`config.mk`:
```
export PLATFORM = sky130hd
export DESIGN_NAME = cordic_par_issuer
export DESIGN_NICKNAME = d
export VERILOG_FILES = /design/src/rtl/cordic_par_issuer_pkg.sv /design/src/rtl/cordic_issuer_fifo.sv /design/src/rtl/cordic_par_issuer.sv
export SDC_FILE = /design/constraint.sdc
export NUM_CORES = 1
export LEC_CHECK = 0
export CAP_MARGIN = 20
export CORE_ASPECT_RATIO = 1.75
export CORE_MARGIN = 8
export CORE_UTILIZATION = 45
export DETAILED_ROUTE_END_ITERATION = 12
export HOLD_SLACK_MARGIN = 0.05
export PLACE_DENSITY = 0.63
export SYNTH_ARGS = -nofsm -noshare
export SYNTH_HDL_FRONTEND = slang
export SYNTH_SLANG_ARGS = --single-unit
```
`constraint.sdc`:
```
create_clock -name clk -period 6.03 [get_ports clk]
set_clock_uncertainty 0.05 [all_clocks]
set_input_delay 1.206 -clock clk [delete_from_list [all_inputs] [get_ports clk]]
set_output_delay 1.206 -clock clk [all_outputs]
set_load 0.05 [all_outputs]
```
`src/rtl/cordic_par_issuer_pkg.sv`:
```
// Shared definitions for the CORDIC pipeline issuer.
// Holds the width helper used for FIFO pointers and the occupancy counter.
package cordic_par_issuer_pkg;

    function automatic int ceil_log2(input int v);
        int r;
        r = 0;
        for (int i = 0; i < 31; i++) begin
            if ((1 << i) < v) begin
                r = i + 1;
            end
        end
        return r;
    endfunction

endpackage

```
`src/rtl/cordic_issuer_fifo.sv`:
```
// Show-ahead result FIFO; the head entry is always on rdata_o.
// Entries become visible the cycle after they are written.
module cordic_issuer_fifo
    import cordic_par_issuer_pkg::*;
#(
    parameter int W     = 48,
    parameter int DEPTH = 32,
    localparam int PW   = ceil_log2(DEPTH)
) (
    input  logic         clk,
    input  logic         nGrst,
    input  logic         push_i,
    input  logic [W-1:0] wdata_i,
    input  logic         pop_i,
    output logic [W-1:0] rdata_o,
    output logic [PW:0]  count_o
);

    logic [W-1:0]  mem_q [DEPTH];
    logic [PW-1:0] wr_q, wr_d;
    logic [PW-1:0] rd_q, rd_d;
    logic [PW:0]   count_q, count_d;
    logic          pop_ok;

    always_comb begin
        pop_ok  = pop_i && (count_q != '0);
        wr_d    = wr_q + PW'(push_i);
        rd_d    = rd_q + PW'(pop_ok);
        count_d = count_q + (PW+1)'(push_i) - (PW+1)'(pop_ok);
    end

    always_ff @(posedge clk or negedge nGrst) begin
        if (!nGrst) begin
            wr_q    <= '0;
            rd_q    <= '0;
            count_q <= '0;
        end else begin
            wr_q    <= wr_d;
            rd_q    <= rd_d;
            count_q <= count_d;
        end
    end

    // Storage needs no reset: count_q alone decides what is valid.
    always_ff @(posedge clk) begin
        if (push_i) begin
            mem_q[wr_q] <= wdata_i;
        end
    end

    assign rdata_o = mem_q[rd_q];
    assign count_o = count_q;

endmodule

```
`src/rtl/cordic_par_issuer.sv`:
```
// Credit-based issuer for a fixed-latency, non-stallable CORDIC pipeline.
// Issues requests, tracks expected results and buffers them in order.
module cordic_par_issuer
    import cordic_par_issuer_pkg::*;
#(
    parameter int IN_BITS    = 16,
    parameter int OUT_BITS   = 16,
    parameter int LATENCY    = 28,
    parameter int FIFO_DEPTH = 32
) (
    input  logic                clk,
    input  logic                nGrst,
    input  logic                req_valid,
    output logic                req_ready,
    input  logic [IN_BITS-1:0]  req_x,
    input  logic [IN_BITS-1:0]  req_y,
    input  logic [IN_BITS-1:0]  req_a,
    output logic                cdc_valid,
    output logic [IN_BITS-1:0]  cdc_x,
    output logic [IN_BITS-1:0]  cdc_y,
    output logic [IN_BITS-1:0]  cdc_a,
    input  logic                cdc_dout_valid,
    input  logic [OUT_BITS-1:0] cdc_out_x,
    input  logic [OUT_BITS-1:0] cdc_out_y,
    input  logic [OUT_BITS-1:0] cdc_out_a,
    output logic                res_valid,
    input  logic                res_ready,
    output logic [OUT_BITS-1:0] res_x,
    output logic [OUT_BITS-1:0] res_y,
    output logic [OUT_BITS-1:0] res_a,
    input  logic                clr_err,
    output logic                err_missing,
    output logic                err_unexpected
);

    localparam int PW    = ceil_log2(FIFO_DEPTH);
    localparam int OCC_W = PW + 1;
    localparam int DW    = 3 * OUT_BITS;

    logic [OCC_W-1:0]   occ_q, occ_d;
    logic [LATENCY-1:0] exp_q, exp_d;
    logic               cdc_valid_q;
    logic [IN_BITS-1:0] cdc_x_q, cdc_y_q, cdc_a_q;
    logic               err_miss_q, err_miss_d;
    logic               err_unex_q, err_unex_d;
    logic               accept, pop, due, miss, unex, push;
    logic [DW-1:0]      fifo_rdata;
    logic [PW:0]        fifo_count;

    always_comb begin
        req_ready  = occ_q < OCC_W'(FIFO_DEPTH);
        accept     = req_valid && req_ready;
        res_valid  = fifo_count != '0;
        pop        = res_valid && res_ready;
        due        = exp_q[LATENCY-1];
        push       = due && cdc_dout_valid;
        miss       = due && !cdc_dout_valid;
        unex       = !due && cdc_dout_valid;
        occ_d      = occ_q + OCC_W'(accept) - OCC_W'(pop) - OCC_W'(miss);
        exp_d      = {exp_q[LATENCY-2:0], cdc_valid_q};
        // A new event wins over a simultaneous clear.
        err_miss_d = (clr_err ? 1'b0 : err_miss_q) || miss;
        err_unex_d = (clr_err ? 1'b0 : err_unex_q) || unex;
    end

    always_ff @(posedge clk or negedge nGrst) begin
        if (!nGrst) begin
            occ_q       <= '0;
            exp_q       <= '0;
            cdc_valid_q <= 1'b0;
            cdc_x_q     <= '0;
            cdc_y_q     <= '0;
            cdc_a_q     <= '0;
            err_miss_q  <= 1'b0;
            err_unex_q  <= 1'b0;
        end else begin
            occ_q       <= occ_d;
            exp_q       <= exp_d;
            cdc_valid_q <= accept;
            err_miss_q  <= err_miss_d;
            err_unex_q  <= err_unex_d;
            if (accept) begin
                cdc_x_q <= req_x;
                cdc_y_q <= req_y;
                cdc_a_q <= req_a;
            end
        end
    end

    cordic_issuer_fifo #(
        .W     (DW),
        .DEPTH (FIFO_DEPTH)
    ) u_fifo (
        .clk     (clk),
        .nGrst   (nGrst),
        .push_i  (push),
        .wdata_i ({cdc_out_x, cdc_out_y, cdc_out_a}),
        .pop_i   (pop),
        .rdata_o (fifo_rdata),
        .count_o (fifo_count)
    );

    assign cdc_valid      = cdc_valid_q;
    assign cdc_x          = cdc_x_q;
    assign cdc_y          = cdc_y_q;
    assign cdc_a          = cdc_a_q;
    assign res_x          = fifo_rdata[DW-1 -: OUT_BITS];
    assign res_y          = fifo_rdata[OUT_BITS +: OUT_BITS];
    assign res_a          = fifo_rdata[OUT_BITS-1:0];
    assign err_missing    = err_miss_q;
    assign err_unexpected = err_unex_q;

endmodule

```
==> results.toml, run 1 <==
[run_status]
status = "finished clean"

[pwr]
p_leak_nw = 24.90
peakVddDrop_mv = 0.4229
p_int_mw = 21.74
p_clk_share_pct = 27.8
p_comb_share_pct = 31.9
p_seq_share_pct = 40.3
switching_share_pct = 33.83
switchingPower_mw = 11.12
p_per_area_mw_per_mm2 = 455.0

[clock_network]
clk_latency_ns = 0.75
ctsHoldBuffers = 0
cts-htree-levels = 4
cts_buffers = 143
cts_tree = "built"
clkSinkCount = 1637
cts_root_buf = "clkbuf_16"
clkTransAtPathRegs_ns = 0.06
cts_resized = 0
post_cts_buffers = 0
clockBufferDepth = 3

[cells_and_area]
multi_input_area_mm2 = 0.01318
register_area_mm2 = 0.04866
fin_area_mm2 = 0.07221
instances_no_fill = 5543
drive_above_1_share_pct = 11.57
layout.nets = 3716
nFillCells = 10930
area_growth_pct = 15.40

[worst_setup_path]
crit_arrival_ns = 4.27
cp-start-kind = "flip-flop"
path_cells = "buf_4 -> buf_4 -> mux2i_1 -> a22oi_1 -> nand4_1 -> nor2_1 -> clkdlybuf4s50_1"
cp_top_family = "buffers and inverters"
worst-path-stages = 7
crit_type = "reg2out"
critPathBufInv = 3
r2r_cells = 4
critical_path.slowest_cell = "dfrtp_4"
slowest_delay_ns = 0.97
end_kind = "output pin"
critPathMostFrequentCell = "buf_4"
crit_fanout = 35
cp.required_ns = 4.77

[synthesis]
yosys_warnings = 0
synth_edf_count = 1536
synthFlopType = "edfxtp_1"
synthTopCellsByArea = "edfxtp_1 (74%), mux2i_1 (12%), a22oi_1 (4.6%)"
synthMuxAreaShare_pct = 13.15
yosysTopAreaCell = "edfxtp_1"
yosysSeqAreaShare_pct = 77.76
synthArstFlopShare_pct = 6.170
synth_top_family_by_area = "multiplexers"
avgSynthCellArea_um2 = 18.93
syn_nets = 3429
yosys.area_share.simple_pct = 2.004
synth_most_common_cell = "edfxtp_1"
synth_area_mm2 = 0.06257
synth_cell_type_count = 33
synthAdderAreaFrac_pct = 0.4559
synth_compound_area_share_pct = 4.725
synth_xor_area_share_pct = 0.1960
synth_seq_cells = 1637
yosys-top-cells-count = "edfxtp_1 (1536), mux2i_1 (768), a22oi_1 (384)"
synth_cells = 3306
synth_top_area_share_pct = 73.72

[sta]
worst_slew_pin_slew_ns = 1.143
rsz0062_at_grt = "no"
hold_violations = 0
setup_viol = 0
max-slew-margin-rel_pct = 23.78
period_share_pct = 91.61
fin_setup_tns_ns = 0
clock.fmax_ghz = 0.1810
fin_crit_ns = 5.524
whs_ns = 0.2959
slew_violations = 0

[min_path]
hold_path_class = "reg2reg"
min_path_cells = 0

[grt]
grt_usage_pct = 20.10
grt_pass1_wl_mm = 224.4
first_global_vias = 32690
grt_max_degree = 84
grt_overflow = 0
antenna_found_initial = 10

[die]
rows = 181
die_w_um = 297.9
die-area_mm2 = 0.1517
core-area_mm2 = 0.1386
die_h_um = 509.3
ios = 203
initial_utilization_pct = 45.14

[route]
vias = 31970
drtIter0Drc = 2809
ant_nets = 0
via_per_inst = 5.767
wire_per_inst_um = 28.31
drt-pass1-iter-count = 7
wl_mm = 156.9
drcViolationCount = 0

[place]
place_congestion = 0.7598
hpwlAfterDp_mm = 87.60
io_buffers = 202
dp.cells = 5266
place_area_mm2 = 0.06730

[run]
cap_violations = 0
final cells by class:
cell class / count / area share [%]
sequential: 1637 / 67.38
multi-input combinational: 1464 / 18.25
clock buffer: 182 / 5.318
timing repair buffer: 324 / 4.641
tap: 1830 / 3.171
clock inverter: 77 / 1.095
inverter: 23 / 0.1196
antenna: 6 / 0.02079
metal layers:
metal  up-vias  track usage [%]  wire, um
met5         -                0        13
met4         2            7.104      5519
met3       297            3.553      8328
met2      1059            37.71     85110
met1     16670            22.84     57970
li1      13930                -         -
sequential cells by signal, indices dropped and copies added (netlist names):
name / cells
cdc_a: 16
exp_q: 28
u_fifo.mem_q: 1536
cdc_y: 16
u_fifo.count_o: 6
err_unexpected: 1
cdc_x: 16
u_fifo.rd_q: 5
u_fifo.wr_q: 5
cdc_valid: 1
occ_q: 6
err_missing: 1
stage by stage:
stage                     util, %  total power [mW]  setup WS (ns)
after floorplan                 -             20.53          1.364
after global placement      48.56             23.98          1.280
after detailed placement    48.56             24.05          1.279
after CTS                   51.90             33.15         0.4396
after global routing        52.10             33.99         0.3300
final                       52.10             32.85         0.5062
power groups by stage:
stage | logic, mW | clock network, mW | registers (mW)
2_1_floorplan | 6.64 | 0 | 13.9
3_3_place_gp | 10.5 | 0 | 13.4
3_5_place_dp | 10.6 | 0 | 13.5
4_1_cts | 10.6 | 9.30 | 13.2
5_1_grt | 11.0 | 9.69 | 13.3
6_report | 10.5 | 9.13 | 13.2
path summary, 6_finish.rpt:
kind | start | to | slack [ns]
worst max-delay path | u_fifo.rd_q[0]$_DFF_PN0_ | res_x[13] | 0.51
worst min-delay path | exp_q[19]$_DFF_PN0_ | exp_q[20]$_DFF_PN0_ | 0.30
worst max register to register | exp_q[27]$_DFF_PN0_ | u_fifo.mem_q[24][20]$_DFFE_PP_ | 2.87
worst min register to register | exp_q[19]$_DFF_PN0_ | exp_q[20]$_DFF_PN0_ | 0.30
max in group asynchronous | nGrst | cdc_y[2]$_DFFE_PN0P_ | 4.31
min in group asynchronous | nGrst | cdc_a[15]$_DFFE_PN0P_ | 0.42
cells in the final DEF, fill, tap and decap left out, types with 22 or more instances in the layout:
cell type        netlist  final
clkbuf_16              0    152
edfxtp_1            1536   1536
clkdlybuf4s50_1        0    201
inv_1                 23     23
clkinv_2               0     23
clkinv_1               0     22
dfrtp_1              101    100
mux2i_1              768    768
a22oi_1              384    384
mux2_2                48     48
clkbuf_1              40     32
buf_4                 34     91
nor2_4                 0     32
nor2_1                84     52
nand4_1               97     97
cells by family (layout without fill, tap and decap cells):
logic type,count (synthesis),after routing
compound gates,395,395
xor+xnor,14,14
fa+ha+maj,21,21
buf+inv,205,606
flops,1637,1637
mux,816,816
other cells,0,6
simple gates,218,218
worst reg2reg max path, delay by kind of cell (launching register included):
| family | cells | cell delay [ns] |
|---|---|---|
| and+or+nand+nor | 3 | 1.76 |
| buffers and inverters | 1 | 0.60 |
| DFF | 1 | 0.38 |
(Power assumes the default switching activity.)
==> run 2, diff against run 1 <==
--- a/config.mk
+++ b/config.mk
@@ -5,6 +5,7 @@
 export SDC_FILE = /design/constraint.sdc
 export NUM_CORES = 1
 export LEC_CHECK = 0
+export ABC_AREA = 0
 export CAP_MARGIN = 20
 export CORE_ASPECT_RATIO = 1.75
 export CORE_MARGIN = 8
==> results of run 2 <==
The final DEF is identical to that of run 1; final timing and power are the same.
